**src/rtl/kuznyechik_pkg.sv**
```systemverilog
// -----------------------------------------------------------------------------
// kuznyechik_pkg
// Shared constants for the Kuznyechik (GOST R34.12-2015) datapath blocks:
//   XS_BLOCK_W : block width in bits (128)
//   XS_BYTES   : bytes per block (16)
//   PI         : forward pi substitution table, indexed by input byte
//   PI_INV     : inverse pi table, derived from PI at elaboration time
//   xs_state_e : control states of the byte-serial substitution stage
// -----------------------------------------------------------------------------
package kuznyechik_pkg;

    localparam int XS_BLOCK_W = 128;
    localparam int XS_BYTES   = 16;

    // Entry [0] sits leftmost so the table reads in natural order below.
    typedef logic [0:255][7:0] sbox_table_t;

    localparam sbox_table_t PI = {
        8'hFC, 8'hEE, 8'hDD, 8'h11, 8'hCF, 8'h6E, 8'h31, 8'h16, 8'hFB, 8'hC4, 8'hFA, 8'hDA, 8'h23, 8'hC5, 8'h04, 8'h4D,
        8'hE9, 8'h77, 8'hF0, 8'hDB, 8'h93, 8'h2E, 8'h99, 8'hBA, 8'h17, 8'h36, 8'hF1, 8'hBB, 8'h14, 8'hCD, 8'h5F, 8'hC1,
        8'hF9, 8'h18, 8'h65, 8'h5A, 8'hE2, 8'h5C, 8'hEF, 8'h21, 8'h81, 8'h1C, 8'h3C, 8'h42, 8'h8B, 8'h01, 8'h8E, 8'h4F,
        8'h05, 8'h84, 8'h02, 8'hAE, 8'hE3, 8'h6A, 8'h8F, 8'hA0, 8'h06, 8'h0B, 8'hED, 8'h98, 8'h7F, 8'hD4, 8'hD3, 8'h1F,
        8'hEB, 8'h34, 8'h2C, 8'h51, 8'hEA, 8'hC8, 8'h48, 8'hAB, 8'hF2, 8'h2A, 8'h68, 8'hA2, 8'hFD, 8'h3A, 8'hCE, 8'hCC,
        8'hB5, 8'h70, 8'h0E, 8'h56, 8'h08, 8'h0C, 8'h76, 8'h12, 8'hBF, 8'h72, 8'h13, 8'h47, 8'h9C, 8'hB7, 8'h5D, 8'h87,
        8'h15, 8'hA1, 8'h96, 8'h29, 8'h10, 8'h7B, 8'h9A, 8'hC7, 8'hF3, 8'h91, 8'h78, 8'h6F, 8'h9D, 8'h9E, 8'hB2, 8'hB1,
        8'h32, 8'h75, 8'h19, 8'h3D, 8'hFF, 8'h35, 8'h8A, 8'h7E, 8'h6D, 8'h54, 8'hC6, 8'h80, 8'hC3, 8'hBD, 8'h0D, 8'h57,
        8'hDF, 8'hF5, 8'h24, 8'hA9, 8'h3E, 8'hA8, 8'h43, 8'hC9, 8'hD7, 8'h79, 8'hD6, 8'hF6, 8'h7C, 8'h22, 8'hB9, 8'h03,
        8'hE0, 8'h0F, 8'hEC, 8'hDE, 8'h7A, 8'h94, 8'hB0, 8'hBC, 8'hDC, 8'hE8, 8'h28, 8'h50, 8'h4E, 8'h33, 8'h0A, 8'h4A,
        8'hA7, 8'h97, 8'h60, 8'h73, 8'h1E, 8'h00, 8'h62, 8'h44, 8'h1A, 8'hB8, 8'h38, 8'h82, 8'h64, 8'h9F, 8'h26, 8'h41,
        8'hAD, 8'h45, 8'h46, 8'h92, 8'h27, 8'h5E, 8'h55, 8'h2F, 8'h8C, 8'hA3, 8'hA5, 8'h7D, 8'h69, 8'hD5, 8'h95, 8'h3B,
        8'h07, 8'h58, 8'hB3, 8'h40, 8'h86, 8'hAC, 8'h1D, 8'hF7, 8'h30, 8'h37, 8'h6B, 8'hE4, 8'h88, 8'hD9, 8'hE7, 8'h89,
        8'hE1, 8'h1B, 8'h83, 8'h49, 8'h4C, 8'h3F, 8'hF8, 8'hFE, 8'h8D, 8'h53, 8'hAA, 8'h90, 8'hCA, 8'hD8, 8'h85, 8'h61,
        8'h20, 8'h71, 8'h67, 8'hA4, 8'h2D, 8'h2B, 8'h09, 8'h5B, 8'hCB, 8'h9B, 8'h25, 8'hD0, 8'hBE, 8'hE5, 8'h6C, 8'h52,
        8'h59, 8'hA6, 8'h74, 8'hD2, 8'hE6, 8'hF4, 8'hB4, 8'hC0, 8'hD1, 8'h66, 8'hAF, 8'hC2, 8'h39, 8'h4B, 8'h63, 8'hB6
    };

    // Builds the inverse permutation so the two tables can never disagree.
    function automatic sbox_table_t pi_invert(input sbox_table_t fwd);
        sbox_table_t inv_tbl;
        inv_tbl = '0;
        for (int i = 0; i < 256; i++) begin
            inv_tbl[fwd[i]] = 8'(i);
        end
        return inv_tbl;
    endfunction

    localparam sbox_table_t PI_INV = pi_invert(PI);

    typedef enum logic [1:0] {
        ST_IDLE = 2'b00,   // no block loaded since reset
        ST_BUSY = 2'b01,   // substituting one byte per enabled cycle
        ST_DONE = 2'b10    // result complete, frozen until next load
    } xs_state_e;

endpackage

```
**src/rtl/xs_stage_sbox_pi.sv**
```systemverilog
// -----------------------------------------------------------------------------
// sbox_pi
// Combinational single-byte pi substitution shared by the serial stage.
// Ports:
//   byte_s  : 8-bit input byte
//   inv_s   : 1 selects the inverse table (present only with XS_STAGE_INV_EN)
//   subst_s : 8-bit substituted byte
// Configuration macro: XS_STAGE_INV_EN
// -----------------------------------------------------------------------------
module sbox_pi
    import kuznyechik_pkg::*;
(
    input  logic [7:0] byte_s,
`ifdef XS_STAGE_INV_EN
    input  logic       inv_s,
`endif
    output logic [7:0] subst_s
);

    // Table lookup; the inverse table exists only in the inverse-capable build.
    always_comb begin
        subst_s = 8'h00;
`ifdef XS_STAGE_INV_EN
        if (inv_s) begin
            subst_s = PI_INV[byte_s];
        end else begin
            subst_s = PI[byte_s];
        end
`else
        subst_s = PI[byte_s];
`endif
    end

endmodule

```
**src/rtl/xs_stage.sv**
```systemverilog
// -----------------------------------------------------------------------------
// xs_stage
// Byte-serial Kuznyechik X+S stage: DO = S(DI xor KEY), one byte per enabled
// cycle through a single shared pi S-box, 16 enabled cycles per block.
// Ports:
//   clk    : rising-edge clock
//   rst    : asynchronous active-low reset
//   enable : advance processing by one byte
//   load   : capture a new block and start (wins over enable, aborts a block)
//   inv    : latched at load, selects S^-1 then key add (XS_STAGE_INV_EN only)
//   DI     : data block
//   KEY    : round key
//   DO     : state register; meaningful only while ready=1
//   ready  : DO holds the complete result
// Configuration macro: XS_STAGE_INV_EN adds the inverse mode.
// -----------------------------------------------------------------------------
module xs_stage
    import kuznyechik_pkg::*;
#(
    parameter int W = XS_BLOCK_W
) (
    input  logic         clk,
    input  logic         rst,
    input  logic         enable,
    input  logic         load,
`ifdef XS_STAGE_INV_EN
    input  logic         inv,
`endif
    input  logic [W-1:0] DI,
    input  logic [W-1:0] KEY,
    output logic [W-1:0] DO,
    output logic         ready
);

    localparam logic [4:0] LAST_CNT = 5'(XS_BYTES - 1);

    xs_state_e    fsm_r;
    xs_state_e    fsm_nxt_s;
    logic [W-1:0] data_r;
    logic [W-1:0] data_nxt_s;
    logic [4:0]   cnt_r;
    logic [4:0]   cnt_nxt_s;
    logic         ready_r;
    logic         ready_nxt_s;
    logic [7:0]   sbox_out_s;
    logic [W-1:0] rot_s;
    logic [W-1:0] load_val_s;
    logic [W-1:0] final_mask_s;

`ifdef XS_STAGE_INV_EN
    logic         inv_r;
    logic [W-1:0] key_r;

    // Mode and key are held for the whole block so the final key add uses
    // the key present at load, not whatever KEY carries later.
    always_ff @(posedge clk or negedge rst) begin
        if (!rst) begin
            inv_r <= 1'b0;
            key_r <= '0;
        end else if (load) begin
            inv_r <= inv;
            key_r <= KEY;
        end else begin
            inv_r <= inv_r;
            key_r <= key_r;
        end
    end

    // Inverse mode substitutes the raw block and adds the key on the last byte.
    always_comb begin
        load_val_s   = DI ^ KEY;
        final_mask_s = '0;
        if (inv) begin
            load_val_s = DI;
        end else begin
            load_val_s = DI ^ KEY;
        end
        if (inv_r) begin
            final_mask_s = key_r;
        end else begin
            final_mask_s = '0;
        end
    end
`else
    // Forward-only build: key is folded in at capture, nothing added at the end.
    always_comb begin
        load_val_s   = DI ^ KEY;
        final_mask_s = '0;
    end
`endif

    sbox_pi u_sbox_pi (
        .byte_s  (data_r[W-1 -: 8]),
`ifdef XS_STAGE_INV_EN
        .inv_s   (inv_r),
`endif
        .subst_s (sbox_out_s)
    );

    // Top byte leaves, its substitute enters at the bottom; after 16 steps
    // every byte is back in its original lane.
    assign rot_s = {data_r[W-9:0], sbox_out_s};

    // Next-state logic: load restarts, busy advances on enable, done freezes.
    always_comb begin
        fsm_nxt_s   = fsm_r;
        data_nxt_s  = data_r;
        cnt_nxt_s   = cnt_r;
        ready_nxt_s = ready_r;
        if (load) begin
            fsm_nxt_s   = ST_BUSY;
            data_nxt_s  = load_val_s;
            cnt_nxt_s   = 5'd0;
            ready_nxt_s = 1'b0;
        end else begin
            case (fsm_r)
                ST_BUSY: begin
                    if (enable) begin
                        cnt_nxt_s = cnt_r + 5'd1;
                        if (cnt_r == LAST_CNT) begin
                            data_nxt_s  = rot_s ^ final_mask_s;
                            fsm_nxt_s   = ST_DONE;
                            ready_nxt_s = 1'b1;
                        end else begin
                            data_nxt_s = rot_s;
                        end
                    end else begin
                        data_nxt_s = data_r;
                    end
                end
                ST_IDLE: begin
                    ready_nxt_s = 1'b0;
                end
                ST_DONE: begin
                    ready_nxt_s = 1'b1;
                end
                default: begin
                    // Unreachable encoding: fall back to idle with no result.
                    fsm_nxt_s   = ST_IDLE;
                    ready_nxt_s = 1'b0;
                end
            endcase
        end
    end

    // State, counter and result flag registers.
    always_ff @(posedge clk or negedge rst) begin
        if (!rst) begin
            fsm_r   <= ST_IDLE;
            data_r  <= '0;
            cnt_r   <= 5'd0;
            ready_r <= 1'b0;
        end else begin
            fsm_r   <= fsm_nxt_s;
            data_r  <= data_nxt_s;
            cnt_r   <= cnt_nxt_s;
            ready_r <= ready_nxt_s;
        end
    end

    assign DO    = data_r;
    assign ready = ready_r;

endmodule

```
**config.mk**
```make
export PLATFORM = sky130hd
export DESIGN_NAME = xs_stage
export DESIGN_NICKNAME = d
export VERILOG_FILES = /design/src/rtl/kuznyechik_pkg.sv /design/src/rtl/xs_stage_sbox_pi.sv /design/src/rtl/xs_stage.sv
export SDC_FILE = /design/constraint.sdc
export NUM_CORES = 1
export LEC_CHECK = 0
export BUFFER_PORTS_ARGS = -buffer_cell sky130_fd_sc_hd__buf_2
export CAP_MARGIN = 10
export CORE_MARGIN = 2
export CORE_UTILIZATION = 39
export DETAILED_ROUTE_END_ITERATION = 8
export HOLD_SLACK_MARGIN = 0.05
export PLACE_DENSITY = 0.64
export SYNTH_ARGS = -nofsm -noshare
export SYNTH_HDL_FRONTEND = slang
export SYNTH_SLANG_ARGS = --single-unit
```
**constraint.sdc**
```tcl
create_clock -name clk -period 4.45 [get_ports clk]
set_clock_uncertainty 0.2 [all_clocks]
set_input_delay 0.445 -clock clk [delete_from_list [all_inputs] [get_ports clk]]
set_output_delay 0.445 -clock clk [all_outputs]
set_load 0.005 [all_outputs]
```
==> impl_metrics.ini, run 1 <==
[synthesis]
mappedNetlistArea_um2 = 10800
avgSynthCellArea_um2 = 8.38
synth.yosys.seq_area_share_pct = 31.4
syn-instance-count = 1295
mappedNetlistNets = 1572
postSynth.topFlopCell = sky130_fd_sc_hd__dfrtp_1
synth_area_leader_cell = sky130_fd_sc_hd__dfrtp_1
count_of_warnings_emitted_by_yosys = 0
yosys-top-cells-area = sky130_fd_sc_hd__dfrtp_1, sky130_fd_sc_hd__mux2i_1, sky130_fd_sc_hd__xor2_1, sky130_fd_sc_hd__o21ai_0, sky130_fd_sc_hd__nand2_1
synth_edf_count = 0
synth.lib_cells_used.distinct = 71
synth_seq_cells = 136
synth_top_area_share_pct = 31.4
async_reset_ff_share_pct = 100

[routing]
dr.pass1.iters = 5
route.detailed.drc = 0
post_drt_via_cell_ratio = 5.73
detailedRoute.firstIterationViolations = 1328
drt_wl_total_um = 48300
num_vias = 11500
wl_per_cell_um = 24.0
final_antenna_net_count = 0

[worst_hold_path]
hold_path_class = input pin to flop
worst_hold_path.endpoint = DO[97]$_DFFE_PN0P_
worst_hold_path_stage_count = 4
min_from = DI[97]

[worst_setup_path]
bufs_and_invs_on_worst_path = 2
cp_top_family = compound AO/OA/AOI/OAI gates
critPathKind = flop to flop
required_time_of_the_critical_path_ns = 4.55
r2r.worst_path.cells = 9
crit_path_cell_trace = buf_4, ha_1, nand2b_1, nand3_1, o31ai_1, a2111oi_0, buf_4, nor4_1, o31a_1
r2r_slack_ns = 1.06
cp-end-kind = flop
cp_common_cell = sky130_fd_sc_hd__buf_4
reg2reg_to = DO[0]$_DFFE_PN0P_
critPathSlowestCell = sky130_fd_sc_hd__ha_1
critPathLaunchType = flop
critical_path.reg2reg.startpoint = DO[120]$_DFFE_PN0P_
critPathMaxFanout = 28
cp.arrival_ns = 3.49
critPathMaxStageDelay_ns = 0.79

[placement]
io_buffer_count = 388
routabilityCongestion = 1.02
placement.cell_area_um2 = 13000
post-dp-hpwl_um = 35700

[pwr]
p_per_area_nw_per_um2 = 398
cellLeakagePower_nw = 6.54
maximum_vdd_drop_uv = 245
report.power.total_mw = 5.42

[floorplan]
initial_utilization_pct = 39.4
core_area_um2 = 27600
fp.dieArea_um2 = 29200
dieHeight_um = 171
floorplan.io_pins = 389
std_cell_rows = 61
horiz_die_dim_um = 171

[timing]
grt_setup_unrepaired = false
final_max_slew_viol_count = 0
timing.max_slew.rel_slack_pct = 26.4
finalSetupViolCount = 0
finalWorstPathRequiredPeriod_ns = 3.39
worst-slew-pin-transition_ns = 1.10
clock.fmax_mhz = 295
setup-tns-final_ns = 0
hold_viol = 0
hold_worst_slack_ns = 0.104
min_period_over_period_pct = 76.2

[finish]
layout_overhead_on_the_synthesized_area_pct = 25.6
post_route_cells_drive_above_1_share_pct = 29.0
postLayoutCoreUtil_pct = 49.4
fill_cells = 2712
nets = 1894
finalInstanceArea_um2 = 13600

[cts]
clk_pin_slew_worst_paths_ns = 0.08
cell_chosen_for_the_clock_root = sky130_fd_sc_hd__clkbuf_16
cts_tree = done
clock_sink_count = 136
postcts_setup_bufs = 0
worst_skew_pair.late_latency_ns = 0.43
ctsLongestPathBuffers = 2
numCtsBuffers = 17
cts-htree-levels = 4

[flow_run]
cap_viol_max_count = 0

[global_route]
grt_start_max_net_pins = 216
grt_first_pass_wirelength_um = 70000
total_grt_usage_pct = 32.4
grt_pass1_vias = 10900
grt_antenna_before_repair = 4
grt_overflow_total = 0

[status]
status = complete, no violations
metrics by stage:
step / std cells / worst slack, ns
final: 2011 / 1.06
after global routing: 2010 / 0.910
after global placement: 1975 / 1.21
after CTS: 2008 / 1.17
after detailed placement: 1975 / 1.18
after floorplan: 1295 / 1.36
power by group:
| part | switching (mW) | internal [mW] |
|---|---|---|
| clock | 0.681 | 0.870 |
| sequential | 0.284 | 1.42 |
| combinational | 1.31 | 0.848 |
| total | 2.27 | 3.14 |
final cells by class:
| cell class | count | area, um^2 | area share (%) |
|---|---|---|---|
| Inverter | 13 | 48.8 | 0.358 |
| Clock inverter | 14 | 174 | 1.28 |
| Tap cell | 378 | 473 | 3.47 |
| Clock buffer | 18 | 439 | 3.22 |
| Multi-Input combinational cell | 1030 | 6840 | 50.2 |
| Antenna cell | 3 | 7.51 | 0.0551 |
| Sequential cell | 136 | 3410 | 25.0 |
| Timing Repair Buffer | 419 | 2230 | 16.3 |
cell usage in the layout (no fill, tap or decap), types with 7 or more instances in the layout:
cell type                   instances
sky130_fd_sc_hd__a2111oi_0          7
sky130_fd_sc_hd__a21oi_1           58
sky130_fd_sc_hd__a311oi_1           8
sky130_fd_sc_hd__a31oi_1           13
sky130_fd_sc_hd__and3_1             9
sky130_fd_sc_hd__buf_2            386
sky130_fd_sc_hd__buf_4             27
sky130_fd_sc_hd__clkbuf_16         17
sky130_fd_sc_hd__dfrtp_1          132
sky130_fd_sc_hd__ha_1              17
sky130_fd_sc_hd__inv_1             11
sky130_fd_sc_hd__mux2i_1          129
sky130_fd_sc_hd__nand2_1          181
sky130_fd_sc_hd__nand2b_1          32
sky130_fd_sc_hd__nand3_1           23
sky130_fd_sc_hd__nor2_1            47
sky130_fd_sc_hd__nor2b_1           20
sky130_fd_sc_hd__nor3_1            19
sky130_fd_sc_hd__o211ai_1          16
sky130_fd_sc_hd__o21ai_0          175
sky130_fd_sc_hd__o22ai_1            9
sky130_fd_sc_hd__o31ai_1            9
sky130_fd_sc_hd__xnor2_1            8
sky130_fd_sc_hd__xor2_1           126
worst reg2reg max path: stages (launching register included):
cell	delay, ns
sky130_fd_sc_hd__dfrtp_1	0.35
sky130_fd_sc_hd__buf_4	0.30
sky130_fd_sc_hd__ha_1	0.79
sky130_fd_sc_hd__nand2b_1	0.37
sky130_fd_sc_hd__nand3_1	0.17
sky130_fd_sc_hd__o31ai_1	0.08
sky130_fd_sc_hd__a2111oi_0	0.45
sky130_fd_sc_hd__buf_4	0.20
sky130_fd_sc_hd__nor4_1	0.05
sky130_fd_sc_hd__o31a_1	0.30
repair_timing:
action | 4_1_cts | 5_1_grt
gates resized for setup | 0 | 0
endpoints found under the hold margin | 86 | 0
hold buffers | 1 | 0
metal layers:
| metal | up-vias | global-route usage [%] | part of all wire [%] |
|---|---|---|---|
| met5 | - | 0 | 0.014 |
| met4 | 2 | 15.4 | 4.7 |
| met3 | 125 | 6.43 | 8.2 |
| met2 | 617 | 51.2 | 47 |
| met1 | 5512 | 42.6 | 40 |
| li1 | 5273 | - | - |
registers in the layout (all words and copies together) (netlist names):
signal	count
DO	128
cnt_r	5
fsm_r	2
ready	1
cell families (layout without fill, tap and decap cells):
family / Yosys count / count (layout) / share of synthesized area (%)
compound gates: 371 / 371 / 21.1
fa+ha+maj: 17 / 17 / 1.96
flops: 136 / 136 / 31.4
xor+xnor: 134 / 134 / 10.8
other cells: 0 / 3 / 0
mux: 135 / 135 / 13.1
buf+inv: 129 / 464 / 5.58
simple gates: 373 / 373 / 16.0
how the worst max path moves through the flow:
stage / slack, ns / cells after the start / startpoint / to
3_5_place_dp: 1.18 / 9 / DO[120]$_DFFE_PN0P_ / DO[0]$_DFFE_PN0P_
2_1_floorplan: 1.36 / 12 / DO[121]$_DFFE_PN0P_ / DO[1]$_DFFE_PN0P_
3_3_place_gp: 1.21 / 9 / DO[120]$_DFFE_PN0P_ / DO[0]$_DFFE_PN0P_
4_1_cts: 1.17 / 9 / DO[120]$_DFFE_PN0P_ / DO[0]$_DFFE_PN0P_
6_report: 1.06 / 9 / DO[120]$_DFFE_PN0P_ / DO[0]$_DFFE_PN0P_
5_1_grt: 0.91 / 9 / DO[120]$_DFFE_PN0P_ / DO[0]$_DFFE_PN0P_
synthesized netlist by cell type (all sizes together), types with 6 or more instances:
cell,instances
a2111oi,7
buf,62
o311ai,7
o22ai,9
nor3,19
mux2i,129
o211ai,16
and3,9
dfrtp,136
or3,6
ha,17
mux4,6
nor2,47
a311oi,8
o21ai,179
clkbuf,54
nand2,182
nand3,23
nor2b,20
a31oi,13
xor2,126
xnor2,8
a211oi,6
and2,8
inv,13
a21oi,59
nand2b,33
o31ai,9
Note: power is estimated with default switching activity, not from simulation.
==> run 2: changes to the inputs <==
--- a/config.mk
+++ b/config.mk
@@ -5,13 +5,14 @@
 export SDC_FILE = /design/constraint.sdc
 export NUM_CORES = 1
 export LEC_CHECK = 0
+export ABC_AREA = 1
 export BUFFER_PORTS_ARGS = -buffer_cell sky130_fd_sc_hd__buf_2
 export CAP_MARGIN = 10
 export CORE_MARGIN = 2
 export CORE_UTILIZATION = 39
 export DETAILED_ROUTE_END_ITERATION = 8
 export HOLD_SLACK_MARGIN = 0.05
-export PLACE_DENSITY = 0.64
+export PLACE_DENSITY = 0.67
 export SYNTH_ARGS = -nofsm -noshare
 export SYNTH_HDL_FRONTEND = slang
 export SYNTH_SLANG_ARGS = --single-unit
==> constraint.sdc (replaced) <==
create_clock -name clk -period 2.95 [get_ports clk]
set_clock_uncertainty 0.2 [all_clocks]
set_input_delay 0.295 -clock clk [delete_from_list [all_inputs] [get_ports clk]]
set_output_delay 0.295 -clock clk [all_outputs]
set_load 0.005 [all_outputs]
==> run 2 against run 1 <==
  * Count of clock-buffer cells in the layout shrank 1
  * Utilization up 4.4 points
  * Total power grew 63%
  * Critical path depth rose by 3
  * Final cell count up 14%
  * Final area increased by 3.0%
  * Sequential power is 43% higher
  * Via count rose by 10%
  * Global-route usage up 0.77 points
  * Die area down 4.5%
  * Register-to-register slack got worse by 0.88 ns
  * Maximum frequency grew 22%
==> impl_metrics.ini, run 2 <==
[worst_hold_path]
min_from = KEY[52]
worst_hold_path.endpoint = DO[52]$_DFFE_PN0P_
worst_hold_path_stage_count = 4
hold_path_class = input pin to flop

[routing]
dr.pass1.iters = 6
wl_per_cell_um = 21.0
final_antenna_net_count = 0
num_vias = 12700
drt_wl_total_um = 47900
post_drt_via_cell_ratio = 5.56
route.detailed.drc = 0
detailedRoute.firstIterationViolations = 1351

[synthesis]
synth.yosys.seq_area_share_pct = 32.9
syn-instance-count = 1516
postSynth.topFlopCell = sky130_fd_sc_hd__dfrtp_1
mappedNetlistArea_um2 = 10400
synth_top_area_share_pct = 32.9
mappedNetlistNets = 1793
yosys.cell_count.top_type = sky130_fd_sc_hd__o21ai_0
async_reset_ff_share_pct = 100
synth_seq_cells = 136
synthTopCellsByCount = sky130_fd_sc_hd__o21ai_0, sky130_fd_sc_hd__nand2_1, sky130_fd_sc_hd__nand3_1, sky130_fd_sc_hd__inv_1, sky130_fd_sc_hd__dfrtp_1
synth.lib_cells_used.distinct = 27
avgSynthCellArea_um2 = 6.83
yosys-top-cells-area = sky130_fd_sc_hd__dfrtp_1, sky130_fd_sc_hd__o21ai_0, sky130_fd_sc_hd__nand3_1, sky130_fd_sc_hd__xor2_1, sky130_fd_sc_hd__nand2_1
synth_area_leader_cell = sky130_fd_sc_hd__dfrtp_1
count_of_warnings_emitted_by_yosys = 0
synth_edf_count = 0

[finish]
nets = 2208
finalInstanceArea_um2 = 14000
most-common-layout-cells = sky130_fd_sc_hd__buf_2, sky130_fd_sc_hd__o21ai_0, sky130_fd_sc_hd__nand3_1, sky130_fd_sc_hd__nand2_1, sky130_fd_sc_hd__inv_1
largest_register_ff_count = 128
layout_commonest_cell = sky130_fd_sc_hd__buf_2
layout_overhead_on_the_synthesized_area_pct = 35.5
post_route_cells_drive_above_1_share_pct = 25.2

[worst_setup_path]
critical_path.reg2reg.startpoint = DO[120]$_DFFE_PN0P_
cp.arrival_ns = 2.90
reg2reg_to = DO[0]$_DFFE_PN0P_
cp_top_family = simple AND/OR/NAND/NOR gates
crit_path_cell_trace = inv_2, ha_1, nand2_1, nand2_1, nand2_1, nand3_1, nand3_1, nand3_1, nand3_1, nand3_1, nand2_1, nand2_1
bufs_and_invs_on_worst_path = 1
r2r_slack_ns = 0.18
critPathLaunchType = flop
critPathSlowestCell = sky130_fd_sc_hd__dfrtp_1
cp-end-kind = flop
critPathMaxStageDelay_ns = 0.57
critPathMaxFanout = 12
critPathKind = flop to flop
required_time_of_the_critical_path_ns = 3.08
r2r.worst_path.cells = 12

[floorplan]
core_area_um2 = 26100
dieHeight_um = 167
fp.dieArea_um2 = 27900
floorplan.io_pins = 389
std_cell_rows = 59
horiz_die_dim_um = 167
initial_utilization_pct = 39.7

[timing]
finalWorstPathRequiredPeriod_ns = 2.77
timing.max_slew.rel_slack_pct = 59.0
grt_setup_unrepaired = false
setup-tns-final_ns = 0
clock.fmax_mhz = 361
final_max_slew_viol_count = 0
min_period_over_period_pct = 93.9
finalSetupViolCount = 0
hold_viol = 0
worst-slew-pin-transition_ns = 0.615

[cts]
ctsLongestPathBuffers = 2
postcts_setup_bufs = 0
cts-htree-levels = 4
numCtsBuffers = 17
clk_pin_slew_worst_paths_ns = 0.08
clock_sink_count = 136
worst_skew_pair.late_latency_ns = 0.43
cell_chosen_for_the_clock_root = sky130_fd_sc_hd__clkbuf_16
cts_tree = done

[flow_run]
cap_viol_max_count = 0

[placement]
placement.cell_area_um2 = 12800
post-dp-hpwl_um = 35200
routabilityCongestion = 0.984
io_buffer_count = 388

[pwr]
power_report.internal_total_mw = 4.86
maximum_vdd_drop_uv = 404
total_switching_power_mw = 3.96
pwr-share-clk_pct = 25.5
power.share.combinational_pct = 46.8
seq_power_share_pct = 27.8
p_per_area_nw_per_um2 = 628
cellLeakagePower_nw = 7.21
switching_share_pct = 44.9

[global_route]
grt_pass1_vias = 12400
groute.layer.met3.usage_pct = 7.75
grt_first_pass_wirelength_um = 71700
met2_usage_pct = 52.0
grt_start_max_net_pins = 110
grt_most_used_layer = met2
grt_overflow_total = 0
total_grt_usage_pct = 33.2
grt_antenna_before_repair = 6
use_met1_pct = 43.3

[status]
status = complete, no violations
[run 2: cell count changes after synthesis, sizes merged, moves of 33 or more]
cell and change:
nand2 +62, inv +143, o21ai +198, nand2b -33, mux2i -129, nand3 +213
[run 2: timing repair]
action,in CTS,in global routing
hold buffers,65,0
endpoints found under the setup margin,0,1
hold endpoints to repair,97,0
resized for setup,0,1
[run 2: worst max path at each step]
stage	startpoint	to	slack (ns)	cells after the start
2_1_floorplan	DO[121]$_DFFE_PN0P_	DO[2]$_DFFE_PN0P_	0.46	14
3_3_place_gp	DO[120]$_DFFE_PN0P_	DO[2]$_DFFE_PN0P_	0.30	12
3_5_place_dp	DO[120]$_DFFE_PN0P_	DO[0]$_DFFE_PN0P_	0.27	12
4_1_cts	DO[120]$_DFFE_PN0P_	DO[2]$_DFFE_PN0P_	0.25	12
5_1_grt	DO[120]$_DFFE_PN0P_	DO[2]$_DFFE_PN0P_	0.02	12
6_report	DO[120]$_DFFE_PN0P_	DO[0]$_DFFE_PN0P_	0.18	12
[run 2: final cells by class]
type | count | area (um^2)
Multi-Input combinational cell | 1114 | 5900
Clock buffer | 17 | 425
Antenna cell | 5 | 12.5
Clock inverter | 15 | 178
Fill cell | 2619 | 12000
Tap cell | 335 | 419
Sequential cell | 136 | 3400
Timing Repair Buffer | 504 | 3090
Inverter | 158 | 598
[run 2: metal layers]
| layer | wire, um | vias to the layer above |
|---|---|---|
| li1 | - | 5867 |
| met1 | 19300 | 6009 |
| met2 | 22300 | 684 |
| met3 | 4180 | 147 |
| met4 | 2110 | 2 |
| met5 | 7 | - |
[run 2: cells by family after synthesis]
logic type | count (synthesis) | synth area share [%]
and+or+nand+nor | 541 | 23.0
AOI/OAI and AO/OA | 427 | 20.8
adders and majority gates | 17 | 2.05
xor gates and xnor gates | 129 | 10.9
buffers and inverters | 266 | 10.3
DFF | 136 | 32.9
[run 2: power by group through the flow]
stage	sequential (mW)	clock, mW	combinational (mW)
6_report	2.45	2.24	4.12
2_1_floorplan	2.48	0	2.14
3_5_place_dp	2.46	0	3.91
3_3_place_gp	2.46	0	3.96
5_1_grt	2.49	2.35	4.47
4_1_cts	2.44	2.28	4.02
[run 2: worst register-to-register path: stages (launching register included)]
cell and delay [ns]:
sky130_fd_sc_hd__dfrtp_1 0.57, sky130_fd_sc_hd__inv_2 0.17, sky130_fd_sc_hd__ha_1 0.46, sky130_fd_sc_hd__nand2_1 0.38
sky130_fd_sc_hd__nand2_1 0.10, sky130_fd_sc_hd__nand2_1 0.17, sky130_fd_sc_hd__nand3_1 0.10, sky130_fd_sc_hd__nand3_1 0.13
sky130_fd_sc_hd__nand3_1 0.09, sky130_fd_sc_hd__nand3_1 0.10, sky130_fd_sc_hd__nand3_1 0.10, sky130_fd_sc_hd__nand2_1 0.08
sky130_fd_sc_hd__nand2_1 0.04
[run 2: per-stage QoR]
| stage | utilization [%] | power, mW | std cells | setup slack (ns) | hold slack, ns |
|---|---|---|---|---|---|
| finish | 53.8 | 8.81 | 2284 | 0.179 | 0.0512 |
| global route | 53.8 | 9.31 | 2284 | 0.0176 | 0.0727 |
| CTS | 53.8 | 8.74 | 2279 | 0.247 | 0.0506 |
| detailed placement | 49.0 | 6.38 | 2182 | 0.267 | 0.121 |
| global placement | 49.0 | 6.42 | 2182 | 0.301 | 0.111 |
| floorplan | - | 4.61 | 1516 | 0.463 | -0.201 |
